==> config.mk <==
export PLATFORM = sky130hd
export DESIGN_NAME = alarm_controller
export DESIGN_NICKNAME = d
export VERILOG_FILES = /design/src/rtl/alarm_controller.sv
export SDC_FILE = /design/constraint.sdc
export NUM_CORES = 1
export LEC_CHECK = 0
export BUFFER_PORTS_ARGS = -buffer_cell sky130_fd_sc_hd__buf_2
export CORE_AREA = 5 5 78 87
export DETAILED_ROUTE_END_ITERATION = 6
export DIE_AREA = 0 0 83 92
export PLACE_DENSITY_LB_ADDON = 0.1
export SYNTH_ARGS = -nofsm -noshare
export SYNTH_HDL_FRONTEND = slang
export SYNTH_SLANG_ARGS = --single-unit
export TNS_END_PERCENT = 5
==> constraint.sdc <==
create_clock -name clk -period 2.9 [get_ports clk]
set_clock_uncertainty 0.05 [all_clocks]
set_input_delay 0.145 -clock clk [delete_from_list [all_inputs] [get_ports clk]]
set_output_delay 0.145 -clock clk [all_outputs]
set_load 0.02 [all_outputs]
==> src/rtl/alarm_controller.sv <==
// alarm_controller: alarm set-point storage, digit edit mode, and the
// ring / snooze / timeout sequencing that drives the buzzer.
module alarm_controller #(
    parameter int SNOOZE_MIN     = 5,   // snooze length in minutes (1..15)
    parameter int RING_TIMEOUT_S = 60   // ringing seconds before auto-stop (1..255)
) (
    input  logic       clk,
    input  logic       reset,
    input  logic       tick,
    input  logic [3:0] hrT,
    input  logic [3:0] hrU,
    input  logic [3:0] minT,
    input  logic [3:0] minU,
    input  logic [3:0] secT,
    input  logic [3:0] secU,
    input  logic       alarm_enable,
    input  logic       alarm_set,
    input  logic       digit_select,
    input  logic       increment,
    input  logic       snooze,
    input  logic       dismiss,
    output logic [3:0] alm_hrT,
    output logic [3:0] alm_hrU,
    output logic [3:0] alm_minT,
    output logic [3:0] alm_minU,
    output logic [3:0] edit_sel,
    output logic       buzzer,
    output logic       snoozing
);

    typedef enum logic [1:0] {IDLE, EDIT, RINGING, SNOOZE} state_t;

    localparam logic [9:0] SNOOZE_LOAD = 10'(SNOOZE_MIN * 60);
    localparam logic [7:0] RING_LAST   = 8'(RING_TIMEOUT_S - 1);

    state_t     state, stateNext;
    logic [3:0] almHrTNext, almHrUNext, almMinTNext, almMinUNext;
    logic [3:0] editSelNext;
    logic [7:0] ringCnt, ringCntNext;
    logic [9:0] snoozeCnt, snoozeCntNext;
    logic       buzzerNext, snoozingNext;
    logic       match, matchPrev, trigger;

    // Only the rising edge of a full HH:MM:00 match arms the alarm, so a
    // match that lasts the whole second, or a late enable, cannot re-fire.
    assign match   = (hrT == alm_hrT) && (hrU == alm_hrU) &&
                     (minT == alm_minT) && (minU == alm_minU) &&
                     (secT == 4'd0) && (secU == 4'd0);
    assign trigger = match && !matchPrev && alarm_enable;

    // Next-state and next-output logic; every register's next value defaults to hold.
    always_comb begin
        stateNext     = state;
        almHrTNext    = alm_hrT;
        almHrUNext    = alm_hrU;
        almMinTNext   = alm_minT;
        almMinUNext   = alm_minU;
        editSelNext   = edit_sel;
        ringCntNext   = ringCnt;
        snoozeCntNext = snoozeCnt;

        case (state)
            IDLE: begin
                if (alarm_set) begin
                    stateNext   = EDIT;
                    editSelNext = 4'b0001;
                end else if (trigger) begin
                    stateNext   = RINGING;
                    ringCntNext = 8'd0;
                end
            end

            EDIT: begin
                if (alarm_set) begin
                    stateNext   = IDLE;
                    editSelNext = 4'b0000;
                end else begin
                    // Increment acts on the current selection; any rotation
                    // requested in the same cycle lands afterwards.
                    if (increment) begin
                        case (edit_sel)
                            4'b0001: almMinUNext = (alm_minU >= 4'd9) ? 4'd0 : alm_minU + 4'd1;
                            4'b0010: almMinTNext = (alm_minT >= 4'd5) ? 4'd0 : alm_minT + 4'd1;
                            4'b0100: begin
                                if (alm_hrT == 4'd2)
                                    almHrUNext = (alm_hrU >= 4'd3) ? 4'd0 : alm_hrU + 4'd1;
                                else
                                    almHrUNext = (alm_hrU >= 4'd9) ? 4'd0 : alm_hrU + 4'd1;
                            end
                            4'b1000: begin
                                almHrTNext = (alm_hrT >= 4'd2) ? 4'd0 : alm_hrT + 4'd1;
                                // Stepping into the 20s would leave 24..29; clamp hrU.
                                if (alm_hrT == 4'd1 && alm_hrU > 4'd3)
                                    almHrUNext = 4'd0;
                            end
                            default: ;
                        endcase
                    end
                    if (digit_select)
                        editSelNext = {edit_sel[2:0], edit_sel[3]};
                end
            end

            RINGING: begin
                if (dismiss || !alarm_enable) begin
                    stateNext = IDLE;
                end else if (snooze) begin
                    stateNext     = SNOOZE;
                    snoozeCntNext = SNOOZE_LOAD;
                end else if (tick) begin
                    if (ringCnt == RING_LAST)
                        stateNext = IDLE;
                    else
                        ringCntNext = ringCnt + 8'd1;
                end
            end

            SNOOZE: begin
                if (dismiss || !alarm_enable) begin
                    stateNext = IDLE;
                end else if (tick) begin
                    if (snoozeCnt == 10'd1) begin
                        stateNext   = RINGING;
                        ringCntNext = 8'd0;
                    end else begin
                        snoozeCntNext = snoozeCnt - 10'd1;
                    end
                end
            end

            default: stateNext = IDLE;
        endcase

        buzzerNext   = (stateNext == RINGING);
        snoozingNext = (stateNext == SNOOZE);
    end

    // State, set-point, counters and registered outputs.
    always_ff @(posedge clk) begin
        if (reset) begin
            state     <= IDLE;
            alm_hrT   <= 4'd0;
            alm_hrU   <= 4'd6;
            alm_minT  <= 4'd0;
            alm_minU  <= 4'd0;
            edit_sel  <= 4'b0000;
            ringCnt   <= 8'd0;
            snoozeCnt <= 10'd0;
            buzzer    <= 1'b0;
            snoozing  <= 1'b0;
            matchPrev <= 1'b0;
        end else begin
            state     <= stateNext;
            alm_hrT   <= almHrTNext;
            alm_hrU   <= almHrUNext;
            alm_minT  <= almMinTNext;
            alm_minU  <= almMinUNext;
            edit_sel  <= editSelNext;
            ringCnt   <= ringCntNext;
            snoozeCnt <= snoozeCntNext;
            buzzer    <= buzzerNext;
            snoozing  <= snoozingNext;
            matchPrev <= match;
        end
    end

endmodule

# Yosys cells after proc, flatten, opt, wreduce, memory -nomap -nowiden
# Index checks and enable logic that the tools add are counted.
# Widths: inputs -> output; s select.
# word_totals
ff_bits,43
in_bits,33
output_inout_bits,22
elab_cells,119
# op_classes
n_addsub,6
n_lt_le_gt_ge,6
eq_ne,31
mux,39
n_bitwise,1
reduce_logical,25
# ops
operator,n
$mux 8,9
$mux 10,5
$mux 4,10
$ne 2x2->1 const B,13
$pmux 8 s3,1
$mux 2,10
$pmux 10 s2,1
$add 4x1->4 const B,4
$eq 4x4->1,4
$pmux 4 s2,2
$reduce_and 4->1,3
$eq 10x1->1 const B,1
$reduce_and 10->1,1
$sub 10x1->10 const B,1
$add 8x1->8 const B,1
$eq 2x2->1 const B,4
$eq 4x1->1 const B,2
$eq 4x2->1 const B,2
$eq 8x6->1 const B,1
$ge 4x2->1 const B,2
$ge 4x4->1 const B,2
$logic_and 1x1->1,8
$logic_not 4->1,2
$pmux 2 s4,1
other kinds (15),18

# Logic depth before layout (Yosys ltp)
# logic_depth
word_depth,12
ltp_mapped,9
depth_no_buf,8

# Worst setup path after synthesis
# Ideal clock, no wire load.
# synth_timing
kind,register -> register
startpoint,register alm_hrU[3]
endpoint,register ringCnt[5]
setup_ns,0.086
arrival_time_ns,2.205
t_required_ns,2.764
path_slack_ns,0.559
path_stages_with_launch,8
n_path_buf,1
period_less_slack_ns,2.341
path_cell_list,dfxtp_1 > clkbuf_1 > xnor2_1 > nand4_1 > nor3_1 > a41oi_1 > or4_1 > a221oi_2
# synth_between
elab_chain_cells,10
# synth_lines
item,line,source
"start, declared",23,"output logic [3:0] alm_hrU,"
"start signal, assigned",155,alm_hrU <= almHrUNext;
$eq 4x4->1,46,assign match = (hrT == alm_hrT) && (hrU == alm_hrU) &&
$logic_and 1x1->1 (2 in a row),46,
$logic_and 1x1->1 (2 in a row),47,(minT == alm_minT) && (minU == alm_minU) &&
$logic_and 1x1->1,48,(secT == 4'd0) && (secU == 4'd0);
$logic_and 1x1->1 (2 in a row),49,assign trigger = match && !matchPrev && alarm_enable;
$ne 2x2->1 (no source line),--,
$reduce_and 10->1 (no source line),--,
"end signal, assigned",159,ringCnt <= ringCntNext;
"end, declared",39,"logic [7:0] ringCnt, ringCntNext;"
# No other way between the ends.
# A chain may end at the register's enable or synchronous reset.

# Worst setup path in the final report
# layout_timing
startpoint,register alm_minU[0]
endpoint,register ringCnt[5]
# layout_between
elab_chain_cells,8
# layout_lines
item,line,source
"start, declared",25,"output logic [3:0] alm_minU,"
"start signal, assigned",157,alm_minU <= almMinUNext;
$eq 4x4->1,47,
$logic_and 1x1->1 (2 in a row),47,
$logic_and 1x1->1,48,
$logic_and 1x1->1 (2 in a row),49,
$ne 2x2->1 (no source line),--,
$reduce_and 10->1 (no source line),--,
# No other way between the ends.

==> results.cfg <==
[clock_tree]
cts_buffers = 5
clkSinkCount = 43
ctsHoldBuffers = 0
h-tree-depth = 2
clkLatencyLatePin_ps = 290
post_cts_resized = 0
tritoncts = yes
cts_root_buffer = clkbuf_8
cts_max_path_buffers = 2
path_clk_slew_ps = 80
cts_setup_buffers = 0

[synthesis]
syn_nets = 360
yosysMostFrequentCell = dfxtp_1
synth_cell_types = 51
yosysWarnings = 0
netlist_top_cells_count = 43 x dfxtp_1, 38 x nor2_1, 27 x a21oi_1, 24 x xnor2_1, 19 x inv_1
syn_inst = 312
synthesis.area_um2 = 2550
synth_edf_count = 0
syn-mean-instance-area_um2 = 8.16
async_flop_share_pct = 0
synth_area_leaders = dfxtp_1 34%, xnor2_1 8.3%, ha_1 7.4%, nor2_1 5.6%, a21oi_1 5.3%
yosys_register_bits = 43
synthFlopType = dfxtp_1
ys_seq_area_share_pct = 33.8
synth_top_area_share_pct = 33.8
yosys.area.top_type = dfxtp_1

[layout]
layout-drive-gt1-share_pct = 19.9
fillers = 606
syn_to_final_growth_pct = 16.6
antenna_cells = 0
seq_area_um2 = 861
nNetsFinal = 413
multi_input_area_um2 = 1560
post-route-util_pct = 51.8

[timing]
worst_slew_margin_rel_pct = 51.1
setup_violations = 0
finalSetupTns_ps = 0
timing.fmax_mhz = 404
finalHoldViolations = 0
drv_slew = 0
finalCritPeriodShare_pct = 85.4
rsz0062_at_grt = no
finalCriticalPeriod_ps = 2480
worst_pin_slew_ps = 733
holdWs_ps = 173

[route]
wire_per_inst_um = 13.8
drt-initial-drc-count = 75
dr.pass1.iters = 4
antenna_left = 0
via_count = 2352
routed_wl_mm = 6.10
drc = 0
viasPerCell = 5.31

[pwr]
p_clk_share_pct = 34.9
seqPwrFrac_pct = 56.2
irDropWorstVdd_mv = 0.240
cellLeakagePower_nw = 1.16
switchingPower_uw = 265
power_frac_comb_pct = 8.9
p_int_uw = 804
switching_share_pct = 24.8
p_per_area_nw_per_um2 = 360

[setup_path]
crit_type = reg2reg
crit_fanout = 8
required_ps = 3060
end_kind = flop
cp.arrival_ps = 2640
cp-start-kind = flop

[global_route]
grt_pass1_wl_mm = 10.4
gr-total-overflow = 0
antenna_found_initial = 0
grt_use_total_pct = 16.1
grt_pass1_vias = 2340
grt_start_max_net_pins = 39

[run_status]
outcome = complete, no violations

[die]
ios = 55
core_um2 = 5730
dieArea_um2 = 7640
die_w_um = 83
start_util_pct = 44.4
fp.dieH_um = 92
rows = 29

[placed_design]
place_congestion = 0.844
hpwlAfterDp_mm = 4.72
portBuffers = 54

[flow_run]
cap_violations = 0

[hold_path]
hp-class = in2reg
## stage by stage
stage	power, mW	worst slack (ps)	std cells	area, um2
2_1_floorplan	0.669	559	312	2550
3_3_place_gp	0.710	515	435	2880
3_5_place_dp	0.709	414	435	2880
4_1_cts	1.09	383	443	2970
5_1_grt	1.13	218	443	2970
6_report	1.07	423	443	2970
## state kept, by name, summed over array words and instances, names as in the netlist
signal,count
alm_hrT,4
state,2
buzzer,1
ringCnt,8
snoozeCnt,10
matchPrev,1
edit_sel,4
alm_minU,4
snoozing,1
alm_minT,4
alm_hrU,4
## placed cells by master, fill, tap and decap left out, drive strengths merged, types with 4 or more instances in the layout
cell type  netlist  routed
nand2           11      11
o21ai           15      15
or3              4       4
ha              15      15
xnor2           24      24
clkbuf           7       6
nand4            9       9
nor2            38      38
a211oi           4       4
nor4             6       6
nor2b            5       5
a31oi            6       6
nand2b           8       8
a21oi           27      27
dfxtp           43      43
buf              4      57
nor3            16      16
inv             19      19
nand3           12      12
## cell families after synthesis
family / synth area share [%]
buf+inv: 4.86
mux: 0.393
simple gates: 28.1
xor+xnor: 8.94
compound gates: 16.6
flops: 33.8
fa+ha+maj: 7.37
## cell type report
class / instances / share of cell area (%)
multi-input combinational: 239 / 52.6
sequential: 43 / 29.0
timing repair buffer: 57 / 9.86
tap: 77 / 3.24
clock buffer: 6 / 2.44
inverter: 19 / 2.40
clock inverter: 2 / 0.421
## per-layer routing
layer,wire length [um],vias up,track usage [%]
met1,2800,1082,18.4
met2,2920,53,29.5
li1,-,1215,-
met4,21,0,3.68
met3,356,2,4.93
met5,0,-,0
## path summary, 6_finish.rpt
path | slack (ps) | start | depth (start not counted) | end
setup / recovery | 420 | alm_minU[0]$_SDFFE_PP0P_ | 6 | ringCnt[5]$_SDFFE_PP0P_
hold / removal | 170 | alarm_set | 2 | state[1]$_SDFF_PP0_
setup reg to reg | 420 | alm_minU[0]$_SDFFE_PP0P_ | 6 | ringCnt[5]$_SDFFE_PP0P_
hold reg to reg | 430 | ringCnt[5]$_SDFFE_PP0P_ | 2 | ringCnt[5]$_SDFFE_PP0P_
## power by group through the flow
stage	sequential, mW	clock [mW]	combinational, mW
final	0.600	0.373	0.0950
after global placement	0.614	0	0.0954
after global routing	0.601	0.420	0.106
after CTS	0.600	0.390	0.0956
after detailed placement	0.614	0	0.0950
after floorplan	0.615	0	0.0536
## worst max-delay path, cell delays in order, from the launching register on
cell      delay (ps)
dfxtp_1          490
xnor2_1          170
nand4_1           90
nor3_1           360
a41oi_1          350
or4_1            600
a221oi_2         280
Note: power is estimated with default switching activity, not from simulation.
